===== config.mk =====
export PLATFORM = sky130hd
export DESIGN_NAME = mem_arbiter_flat
export DESIGN_NICKNAME = d
export VERILOG_FILES = /design/src/rtl/mem_arbiter_if.sv /design/src/rtl/mem_arbiter.sv /design/src/flat_wrapper.sv
export SDC_FILE = /design/constraint.sdc
export NUM_CORES = 1
export LEC_CHECK = 0
export BUFFER_PORTS_ARGS = -buffer_cell sky130_fd_sc_hd__buf_2
export CORE_ASPECT_RATIO = 1.1
export CORE_UTILIZATION = 32
export DETAILED_ROUTE_END_ITERATION = 8
export PLACE_DENSITY_LB_ADDON = 0.08
export SETUP_SLACK_MARGIN = 0.02
export SLEW_MARGIN = 20
export SYNTH_ARGS = -nofsm -noshare
export SYNTH_HDL_FRONTEND = slang
export SYNTH_SLANG_ARGS = --single-unit
export TNS_END_PERCENT = 50

===== constraint.sdc =====
create_clock -name clk -period 1.94 [get_ports clk]
set_input_delay 0.194 -clock clk [delete_from_list [all_inputs] [get_ports clk]]
set_output_delay 0.194 -clock clk [all_outputs]
set_load 0.005 [all_outputs]

===== src/rtl/mem_arbiter_if.sv =====
// Bus bundle between the two requesters (core on port 0, loader on port 1),
// the shared single-port memory and the arbiter. The arbiter takes the slave
// modport. The requesters and the memory together take the master modport.
interface mem_arbiter_if;
    // core port
    logic        req0;
    logic        we0;
    logic [7:0]  addr0;
    logic [31:0] wdata0;
    logic        gnt0;
    logic        rvalid0;
    logic [31:0] rdata0;

    // loader port
    logic        req1;
    logic        we1;
    logic [7:0]  addr1;
    logic [31:0] wdata1;
    logic        gnt1;
    logic        rvalid1;
    logic [31:0] rdata1;

    // memory side
    logic        mce;
    logic        mwre;
    logic [7:0]  mad;
    logic [31:0] mdin;
    logic [31:0] mdout;

    modport slave (
        input  req0, we0, addr0, wdata0,
        input  req1, we1, addr1, wdata1,
        input  mdout,
        output gnt0, rvalid0, rdata0,
        output gnt1, rvalid1, rdata1,
        output mce, mwre, mad, mdin
    );

    modport master (
        output req0, we0, addr0, wdata0,
        output req1, we1, addr1, wdata1,
        output mdout,
        input  gnt0, rvalid0, rdata0,
        input  gnt1, rvalid1, rdata1,
        input  mce, mwre, mad, mdin
    );
endinterface


===== src/rtl/mem_arbiter.sv =====
// Two-port arbiter in front of a single-port synchronous memory.
// Each access takes three cycles: IDLE samples the requests, ACCESS drives
// the memory and grants the winner, and RESP waits for the registered read
// data. Read data and rvalid are presented in the cycle after RESP.
// Tie-break: fixed priority to port 0 by default. Define MEM_ARB_RR_EN to
// alternate on ties instead, which adds a last-granted pointer.
module mem_arbiter (
    input logic         clk,
    input logic         rst,
    mem_arbiter_if.slave bus
);
    typedef enum logic [1:0] {
        IDLE   = 2'd0,
        ACCESS = 2'd1,
        RESP   = 2'd2
    } state_t;

    state_t      state;
    state_t      stateNext;

    logic        anyReq;
    logic        winner;
    logic        owner;
    logic        latchWe;
    logic [7:0]  latchAddr;
    logic [31:0] latchWdata;
    logic        rvalid0Q;
    logic        rvalid1Q;
    logic [31:0] rdata0Q;
    logic [31:0] rdata1Q;

    assign anyReq = bus.req0 | bus.req1;

`ifdef MEM_ARB_RR_EN
    logic lastGnt;

    // Remember which port was granted last. The reset value of port 1 makes
    // port 0 win the first tie.
    always_ff @(posedge clk) begin
        if (rst) begin
            lastGnt <= 1'b1;
        end else if (state == IDLE && anyReq) begin
            lastGnt <= winner;
        end
    end

    // On a tie, the port that was not granted last wins.
    always_comb begin
        winner = 1'b0;
        if (bus.req0 && bus.req1) begin
            winner = ~lastGnt;
        end else if (bus.req1) begin
            winner = 1'b1;
        end
    end
`else
    // Fixed priority: port 1 wins only when port 0 is not requesting.
    always_comb begin
        winner = bus.req1 & ~bus.req0;
    end
`endif

    // State register.
    always_ff @(posedge clk) begin
        if (rst) begin
            state <= IDLE;
        end else begin
            state <= stateNext;
        end
    end

    // Next state and the memory strobes and grants, which are driven only in ACCESS.
    always_comb begin
        stateNext = state;
        bus.gnt0  = 1'b0;
        bus.gnt1  = 1'b0;
        bus.mce   = 1'b0;
        bus.mwre  = 1'b0;
        case (state)
            IDLE: begin
                if (anyReq) begin
                    stateNext = ACCESS;
                end
            end
            ACCESS: begin
                bus.mce   = 1'b1;
                bus.mwre  = latchWe;
                bus.gnt0  = ~owner;
                bus.gnt1  = owner;
                stateNext = RESP;
            end
            RESP: begin
                stateNext = IDLE;
            end
            default: begin
                stateNext = IDLE;
            end
        endcase
    end

    // Address and write data always come from the latched copy, so they are
    // never X, even outside ACCESS.
    assign bus.mad  = latchAddr;
    assign bus.mdin = latchWdata;

    // Latch the winning request in IDLE. The requester may drop req once granted.
    always_ff @(posedge clk) begin
        if (rst) begin
            owner      <= 1'b0;
            latchWe    <= 1'b0;
            latchAddr  <= 8'h00;
            latchWdata <= 32'h0000_0000;
        end else if (state == IDLE && anyReq) begin
            owner      <= winner;
            latchWe    <= winner ? bus.we1    : bus.we0;
            latchAddr  <= winner ? bus.addr1  : bus.addr0;
            latchWdata <= winner ? bus.wdata1 : bus.wdata0;
        end
    end

    // Capture read data at the end of RESP. The rdata of the other port is left untouched.
    always_ff @(posedge clk) begin
        if (rst) begin
            rvalid0Q <= 1'b0;
            rvalid1Q <= 1'b0;
            rdata0Q  <= 32'h0000_0000;
            rdata1Q  <= 32'h0000_0000;
        end else begin
            rvalid0Q <= 1'b0;
            rvalid1Q <= 1'b0;
            if (state == RESP && !latchWe) begin
                if (owner) begin
                    rdata1Q  <= bus.mdout;
                    rvalid1Q <= 1'b1;
                end else begin
                    rdata0Q  <= bus.mdout;
                    rvalid0Q <= 1'b1;
                end
            end
        end
    end

    assign bus.rvalid0 = rvalid0Q;
    assign bus.rvalid1 = rvalid1Q;
    assign bus.rdata0  = rdata0Q;
    assign bus.rdata1  = rdata1Q;
endmodule

===== src/flat_wrapper.sv =====
// flat-port wrapper written by rule: the top's interface ports become plain ports
module mem_arbiter_flat 
  (clk, rst, bus_req0, bus_we0, bus_addr0, bus_wdata0, bus_req1, bus_we1, bus_addr1, bus_wdata1, bus_mdout, bus_gnt0, bus_rvalid0, bus_rdata0, bus_gnt1, bus_rvalid1, bus_rdata1, bus_mce, bus_mwre, bus_mad, bus_mdin);
  mem_arbiter_if bus_i ();
  input logic clk;
  input logic rst;
  input wire logic [$bits(bus_i.req0)-1:0] bus_req0;
  input wire logic [$bits(bus_i.we0)-1:0] bus_we0;
  input wire logic [$bits(bus_i.addr0)-1:0] bus_addr0;
  input wire logic [$bits(bus_i.wdata0)-1:0] bus_wdata0;
  input wire logic [$bits(bus_i.req1)-1:0] bus_req1;
  input wire logic [$bits(bus_i.we1)-1:0] bus_we1;
  input wire logic [$bits(bus_i.addr1)-1:0] bus_addr1;
  input wire logic [$bits(bus_i.wdata1)-1:0] bus_wdata1;
  input wire logic [$bits(bus_i.mdout)-1:0] bus_mdout;
  output wire logic [$bits(bus_i.gnt0)-1:0] bus_gnt0;
  output wire logic [$bits(bus_i.rvalid0)-1:0] bus_rvalid0;
  output wire logic [$bits(bus_i.rdata0)-1:0] bus_rdata0;
  output wire logic [$bits(bus_i.gnt1)-1:0] bus_gnt1;
  output wire logic [$bits(bus_i.rvalid1)-1:0] bus_rvalid1;
  output wire logic [$bits(bus_i.rdata1)-1:0] bus_rdata1;
  output wire logic [$bits(bus_i.mce)-1:0] bus_mce;
  output wire logic [$bits(bus_i.mwre)-1:0] bus_mwre;
  output wire logic [$bits(bus_i.mad)-1:0] bus_mad;
  output wire logic [$bits(bus_i.mdin)-1:0] bus_mdin;
  assign bus_i.req0 = bus_req0;
  assign bus_i.we0 = bus_we0;
  assign bus_i.addr0 = bus_addr0;
  assign bus_i.wdata0 = bus_wdata0;
  assign bus_i.req1 = bus_req1;
  assign bus_i.we1 = bus_we1;
  assign bus_i.addr1 = bus_addr1;
  assign bus_i.wdata1 = bus_wdata1;
  assign bus_i.mdout = bus_mdout;
  assign bus_gnt0 = bus_i.gnt0;
  assign bus_rvalid0 = bus_i.rvalid0;
  assign bus_rdata0 = bus_i.rdata0;
  assign bus_gnt1 = bus_i.gnt1;
  assign bus_rvalid1 = bus_i.rvalid1;
  assign bus_rdata1 = bus_i.rdata1;
  assign bus_mce = bus_i.mce;
  assign bus_mwre = bus_i.mwre;
  assign bus_mad = bus_i.mad;
  assign bus_mdin = bus_i.mdin;
  mem_arbiter u_core (.clk(clk), .rst(rst), .bus(bus_i));
endmodule

# --- Word-level counts from Yosys, hierarchy flattened ---
# Index checks and enable logic that the tools add are counted.
totals:
  register_bits: 110
  latchBits: 0
  mem_bits_rw: 0
  romBits: 0
  inputBits: 118
  output_inout_bits: 110
  wordCells: 35
  n_memories: 0
op_classes:
  add_sub_neg: 0
  mul: 0
  div: 0
  order_cmp: 0
  n_eq_ne: 3
  n_shift: 0
  mux: 11
  bitwise: 5
  reduce_logical: 7
op_table:
  columns: ["op", "n"]
  rows:
  - ["$mux 32", 1]
  - ["$mux 8", 1]
  - ["$mux 1", 7]
  - ["$pmux 2 s2", 1]
  - ["$reduce_and 2->1", 2]
  - ["$not 1->1", 3]
  - ["$eq 2x1->1 const B", 1]
  - ["$eq 2x2->1 const B", 1]
  - ["$logic_and 1x1->1", 2]
  - ["$logic_not 2->1", 1]
  - ["$mux 2", 1]
  - ["$ne 2x1->1 const B", 1]
  - ["$reduce_or 2->1", 1]
  - ["$and 1x1->1", 1]
  - ["$logic_not 1->1", 1]
  - ["$or 1x1->1", 1]

# --- Depth between registers and ports, before layout ---
# Gate-level depths: netlist of run 1.
depth:
  word_depth: 4
  mapped_depth: 6
  depth_no_buf: 3

# --- Worst setup path before layout of run 1 ---
# OpenSTA, ideal clock, no wires.
synth_path:
  path_kind: "flip-flop to flip-flop"
  from: "register u_core.owner"
  to: "register u_core.rdata0Q[10] (netlist: u_core.bus.rdata0[10])"
  setup_ns: 0.132
  arrival_ns: 1.234
  required_ns: 1.808
  path_slack_ns: 0.574
  stages_incl_launch_ff: 6
  n_path_buf: 2
  synth_period_minus_slack_ns: 1.366
  path_cell_list: "dfxtp_1 -> or4b_1 -> buf_2 -> buf_6 -> nand2_1 -> a21oi_1"
synth_via:
  elab_chain_cells: 2
synth_lines:
  columns: ["element", "line", "rtl"]
  rows:
  - ["start: declaration", "mem_arbiter.sv:23", "logic owner;"]
  - ["start signal: assignment", "mem_arbiter.sv:114", "owner <= winner;"]
  - ["$not 1->1", null, null]
  - ["$reduce_and 2->1 (no source line)", null, null]
  - ["end signal: assignment", "mem_arbiter.sv:136", "rdata0Q <= bus.mdout;"]
  - ["end: declaration", "mem_arbiter.sv:29", "logic [31:0] rdata0Q;"]
# No other way between the ends.
# A chain may end at the register's enable or synchronous reset.

# --- Final worst setup path of run 1 ---
layout_path:
  from: "register u_core.owner"
  to: "register u_core.rdata1Q[27] (netlist: u_core.bus.rdata1[27])"
layout_via:
  elab_chain_cells: 1
layout_lines:
  columns: ["element", "line", "rtl"]
  rows:
  - ["$reduce_and 2->1 (no source line)", null, null]
  - ["end signal: assignment", "mem_arbiter.sv:133", "rdata1Q <= bus.mdout;"]
  - ["end: declaration", "mem_arbiter.sv:30", "logic [31:0] rdata1Q;"]
# No other way between the ends.

==> results of run 1 <==
## layout make-up
class / instances / area, um^2
Fill cell: 1420 / 7670
Multi-Input combinational cell: 375 / 2070
Inverter: 1 / 3.75
Sequential cell: 110 / 2200
Clock buffer: 9 / 225
Tap cell: 188 / 235
Clock inverter: 7 / 103
Timing Repair Buffer: 241 / 1280
## cell usage after synthesis, drive strengths merged
master | instances | area, um^2
nand2 | 210 | 788
inv | 1 | 3.75
buf | 21 | 155
nand2b | 2 | 12.5
dfxtp | 110 | 2200
nor4b | 1 | 15.0
or2 | 1 | 6.26
nor2 | 5 | 21.3
a21oi | 106 | 531
a211oi | 1 | 7.51
and4bb | 1 | 12.5
and2 | 3 | 18.8
nor2b | 2 | 12.5
clkbuf | 30 | 113
a311oi | 41 | 603
or4b | 1 | 10.0
nand4bb | 1 | 11.3
## state kept, by name, indices dropped and copies added (netlist names)
signal and count:
u_core.owner 1, u_core.bus.rdata0 32, u_core.bus.mad 8, u_core.latchWe 1
u_core.bus.rvalid1 1, u_core.bus.mdin 32, u_core.bus.rdata1 32, u_core.bus.rvalid0 1
u_core.state 2
## final timing paths
kind	from	to	slack (ps)	depth (start not counted)
worst max-delay path	u_core.owner	u_core.bus.rdata1[27]	330	3
worst min-delay path	bus_req0	u_core.owner	80	2
worst max register to register	u_core.owner	u_core.bus.rdata1[27]	330	3
worst min register to register	u_core.bus.rdata1[14]	u_core.bus.rdata1[14]	450	2
## worst max-delay path, delay by kind of cell (launching register included)
kind | cells | cell delay (ps)
flops | 1 | 500
simple gates | 2 | 890
compound gates | 1 | 140
## through the flow
stage	power, W	area, um^2
6_report	0.00531	6120
5_1_grt	0.00558	6120
4_1_cts	0.00539	6120
3_5_place_dp	0.00334	5790
3_3_place_gp	0.00333	5790
2_1_floorplan	0.00299	4520
## metal layers
| metal | part of all wire, % | GRT usage (%) | vias up |
|---|---|---|---|
| li1 | - | - | 2222 |
| met4 | 2.0 | 8.10 | 0 |
| met1 | 45 | 22.2 | 2029 |
| met3 | 7.0 | 4.73 | 17 |
| met2 | 46 | 30.1 | 160 |
| met5 | 0 | 0 | - |
## power by group through the flow
stage / registers (W) / clock network, W / logic, W
global placement: 0.00251 / 0 / 0.000823
CTS: 0.00246 / 0.00209 / 0.000828
floorplan: 0.00252 / 0 / 0.000471
detailed placement: 0.00251 / 0 / 0.000827
global route: 0.00248 / 0.00220 / 0.000905
finish: 0.00246 / 0.00203 / 0.000817
## kinds of logic (layout without fill, tap and decap cells)
family / Yosys count / in the layout / synth area share (%)
flops: 110 / 110 / 48.7
buf+inv: 52 / 258 / 6.00
compound gates: 148 / 148 / 25.2
simple gates: 227 / 227 / 20.1
==> out/results.ini, run 1 <==
[outcome]
status = complete, no violations

[power_and_ir_drop]
power.density_nw_per_um2 = 867
clockPowerShare_pct = 38.2
internal_power_w = 0.00391
p_leak_nw = 2.70
power.switching_w = 0.00140
swShare_pct = 26.4
combPwrFrac_pct = 15.4
ir_drop_v = 0.000380
seqPwrFrac_pct = 46.4

[synth]
yosysWarnings = 0
synth_area_um2 = 4520
synthCells = 537
ys_seq_elements = 110
syn_avg_cell_area_um2 = 8.42
yosys.cell_types.count = 20
syn-num-nets = 655
seq_area_frac_synth_pct = 48.7

[timing]
timing.final.crit_share_pct = 83.2
setup_slack_ps = 326
rsz0062_at_grt = false
relSlewSlack_pct = 51.8
finalSetupViolCount = 0
maxSlewViolCount = 0
tns_ps = 0
max_freq_mhz = 620
hold_ws_ps = 83.4
fin_skew_ps = 7.31
worst_slew_pin_slew_ps = 724
timing.final.crit_period_ps = 1610
hold_violations = 0

[floorplan]
dieHeight_um = 127
io_pins = 228
die_area_um2 = 14600
start_util_pct = 32.8
fp.dieW_um = 115
core_area_um2 = 13800
fp-row-count = 45

[cells_and_area]
final_common_cell = buf_2
utilization_pct = 44.4
drive_above_1_share_pct = 40.6
syn_to_final_growth_pct = 35.4
insertedDiodeCount = 0
final_cell_mix = buf_2 (226), nand2_1 (210), dfxtp_1 (110)
fin_nets = 856
fin_cells = 931

[route]
wirelength_um = 13100
drcViolationCount = 0
vias_per_cell = 4.76
wire_per_inst_um = 14.1
drt.antenna.violating_nets = 0
vias = 4428
drt_iter0_drc = 194
drt_first_pass_iters = 4

[place]
numPortBuffers = 227
dp_hpwl_um = 8930
place_inst = 915
globalplace.congestion = 0.772
place_ws_ps = 299

[grt]
grt_use_total_pct = 18.2
grt.overflow.total = 0
antenna_found_initial = 0
grt_max_degree = 44
grt_pass1_wl_um = 21000
grt_pass1_vias = 4284

[cts]
cts_made_buffers = 9
post-cts-setup-buffers = 0
cts.clk_slew.worst_paths_ps = 70
cts_resized = 0
clock_sinks = 110
clkLatencyLatePin_ps = 350
holdBufCountCts = 0
cts_tree = done
h-tree-depth = 3
clockBufferDepth = 2
clockRootBuffer = clkbuf_16

[critical_path]
crit_arrival_ps = 1890
startpoint_type = flop
critPathMaxFanout = 32
crit_slowest_cell = and4bb_2
cp.required_ps = 2220
criticalPathCategory = flop to flop
slowest_delay_ps = 770
worstSetupEndpointType = flop
worstPathCellList = and4bb_2, nand2_1, a21oi_1

[min_path]
hold_path.class = input pin to flop

[job]
maxCapViolations = 0

Power figures use the tool's default switching activity.
==> run 2: changes to the inputs <==
Settings changed: ABC_AREA set to 1.
Clock period 1.94 ns to 1.4 ns, I/O delays scaled along.
==> out/results.ini, run 2 <==
[grt]
grt_use_total_pct = 17.6
grt_max_degree = 64
grt.overflow.total = 0
grt_pass1_vias = 4603
grt_pass1_wl_um = 22800
antenna_found_initial = 0

[floorplan]
die_area_um2 = 16400
fp-row-count = 48
dieHeight_um = 134
io_pins = 228
core_area_um2 = 15600
start_util_pct = 32.6
fp.dieW_um = 122

[critical_path]
worstPathCellList = inv_2, nor2_2, inv_1, nor2_1, buf_2
crit_slowest_cell = dfxtp_1
path_buf_inv = 3
crit_arrival_ps = 1190
cp.required_ps = 1260
worstSetupEndpointType = primary output
slowest_delay_ps = 340
startpoint_type = flop
crit_family = flip-flops
critPathMaxFanout = 4
criticalPathCategory = flop to primary output

[synth]
seq_area_frac_synth_pct = 43.2
yosys.cell_types.count = 17
synth_ff_type = dfxtp_1
yosys.area.top_type = dfxtp_1
syn-num-nets = 924
netlist.area_leader.share_pct = 43.2
synth_edf_count = 0
async_reset_ff_share_pct = 0
ys_seq_elements = 110
yosysWarnings = 0
synthCells = 806
yosys.cell_count.top_type = nand2_1
yosys-top-cells-area = dfxtp_1 (43%), nand2_1 (20%), nor2_1 (16%)
synth_common_cells = nand2_1 (272), nor2_1 (217), dfxtp_1 (110)
synth_area_um2 = 5100
syn_avg_cell_area_um2 = 6.32

[timing]
fin_skew_ps = 7.78
worst_slew_pin_slew_ps = 414
hold_violations = 0
relSlewSlack_pct = 72.4
rsz0062_at_grt = true
finalSetupViolCount = 0
maxSlewViolCount = 0
setup_slack_ps = 68.4
timing.final.crit_period_ps = 1330
max_freq_mhz = 751
hold_ws_ps = 26.9
timing.final.crit_share_pct = 95.1

[cts]
clock_sinks = 110
h-tree-depth = 3
clkLatencyLatePin_ps = 350
holdBufCountCts = 0
clockRootBuffer = clkbuf_16
clockBufferDepth = 2
cts.clk_slew.worst_paths_ps = 70
cts_tree = done
cts_made_buffers = 9

[place]
place_ws_ps = 143
placed_area_um2 = 6480
place_inst = 1198
globalplace.congestion = 0.747
dp_hpwl_um = 10100
numPortBuffers = 227

[outcome]
status = complete, no violations

[route]
drt.antenna.violating_nets = 0
drt_iter0_drc = 281
wirelength_um = 14200
drt_first_pass_iters = 4
vias = 5221
vias_per_cell = 4.30
drcViolationCount = 0
wire_per_inst_um = 11.7

[cells_and_area]
fin_nets = 1127
final_cell_mix = nand2_1 (272), buf_2 (227), nor2_1 (216)
final_area_um2 = 6790
drive_above_1_share_pct = 26.9
final_common_cell = nand2_1
syn_to_final_growth_pct = 33.2
nFillCells = 1758
fin_cells = 1214
insertedDiodeCount = 0

[power_and_ir_drop]
p_leak_nw = 3.73
ir_drop_v = 0.000535
power.density_nw_per_um2 = 1100

[job]
maxCapViolations = 0

[min_path]
hold_path.class = input pin to flop

-- run 2: cell count changes in the layout (fill, tap and decap cells not counted), sizes merged, moves of 5 or more --
cell and delta:
inv +76, nand2 +62, a21oi -105, nor2 +216
nand4 +64, a311oi -41, buf +5
-- run 2: worst register-to-register path, cell delays in order (launching register included) --
cell	delay [ps]
dfxtp_1	350
nor2_1	250
o21ai_4	120
buf_4	250
nand2_1	90
nand2_1	50
nor2_1	100
-- run 2: what timing repair did --
item,in CTS,in global routing
endpoints found under the setup margin,3,12
gates resized for setup,1,0
buffers inserted,0,0
pin swaps,0,0
-- run 2: final timing paths --
check,startpoint,slack (ps),cells past startpoint,to
worst min register to register,u_core.bus.rdata1[2],480,2,u_core.bus.rdata1[2]
worst max-delay path,u_core.state[0],70,5,bus_gnt0
worst max register to register,u_core.state[1],140,6,u_core.bus.mdin[25]
worst min-delay path,rst,30,2,u_core.owner
-- run 2: cell families after synthesis --
| family | Yosys count | share of synthesized area, % |
|---|---|---|
| compound gates | 2 | 0.196 |
| buf+inv | 134 | 11.6 |
| flops | 110 | 43.2 |
| simple gates | 560 | 45.0 |
-- run 2: cell type report --
type	instances	area, um^2	area share, %
Clock inverter	3	25.0	0.369
Multi-Input combinational cell	562	2310	34.1
Tap cell	200	250	3.69
Timing Repair Buffer	246	1420	20.9
Sequential cell	110	2200	32.4
Clock buffer	13	280	4.13
Inverter	80	302	4.44
-- run 2: where the power goes --
part,switching [W],leakage (nW),internal (W)
sequential,0.0000993,0.900,0.00333
combinational,0.000799,2.68,0.000594
clock,0.00120,0.148,0.00142
total,0.00210,3.73,0.00534
-- run 2: stage by stage --
step / setup TNS, ps / util (%) / total power [W]
final: 0 / 43.5 / 0.00744
after global routing: -72.2 / 43.5 / 0.00791
after CTS: 0 / 43.5 / 0.00759
after detailed placement: 0 / 41.5 / 0.00492
after global placement: 0 / 41.5 / 0.00492
after floorplan: 0 / - / 0.00434
-- run 2: routing by layer --
metal  vias to the layer above  track usage, %  part of all wire (%)
met5                         -               0                     0
met2                       154            27.2                    45
li1                       2847               -                     -
met1                      2209            23.1                    47
met4                         0            6.84                   1.4
met3                        11            4.59                   7.0
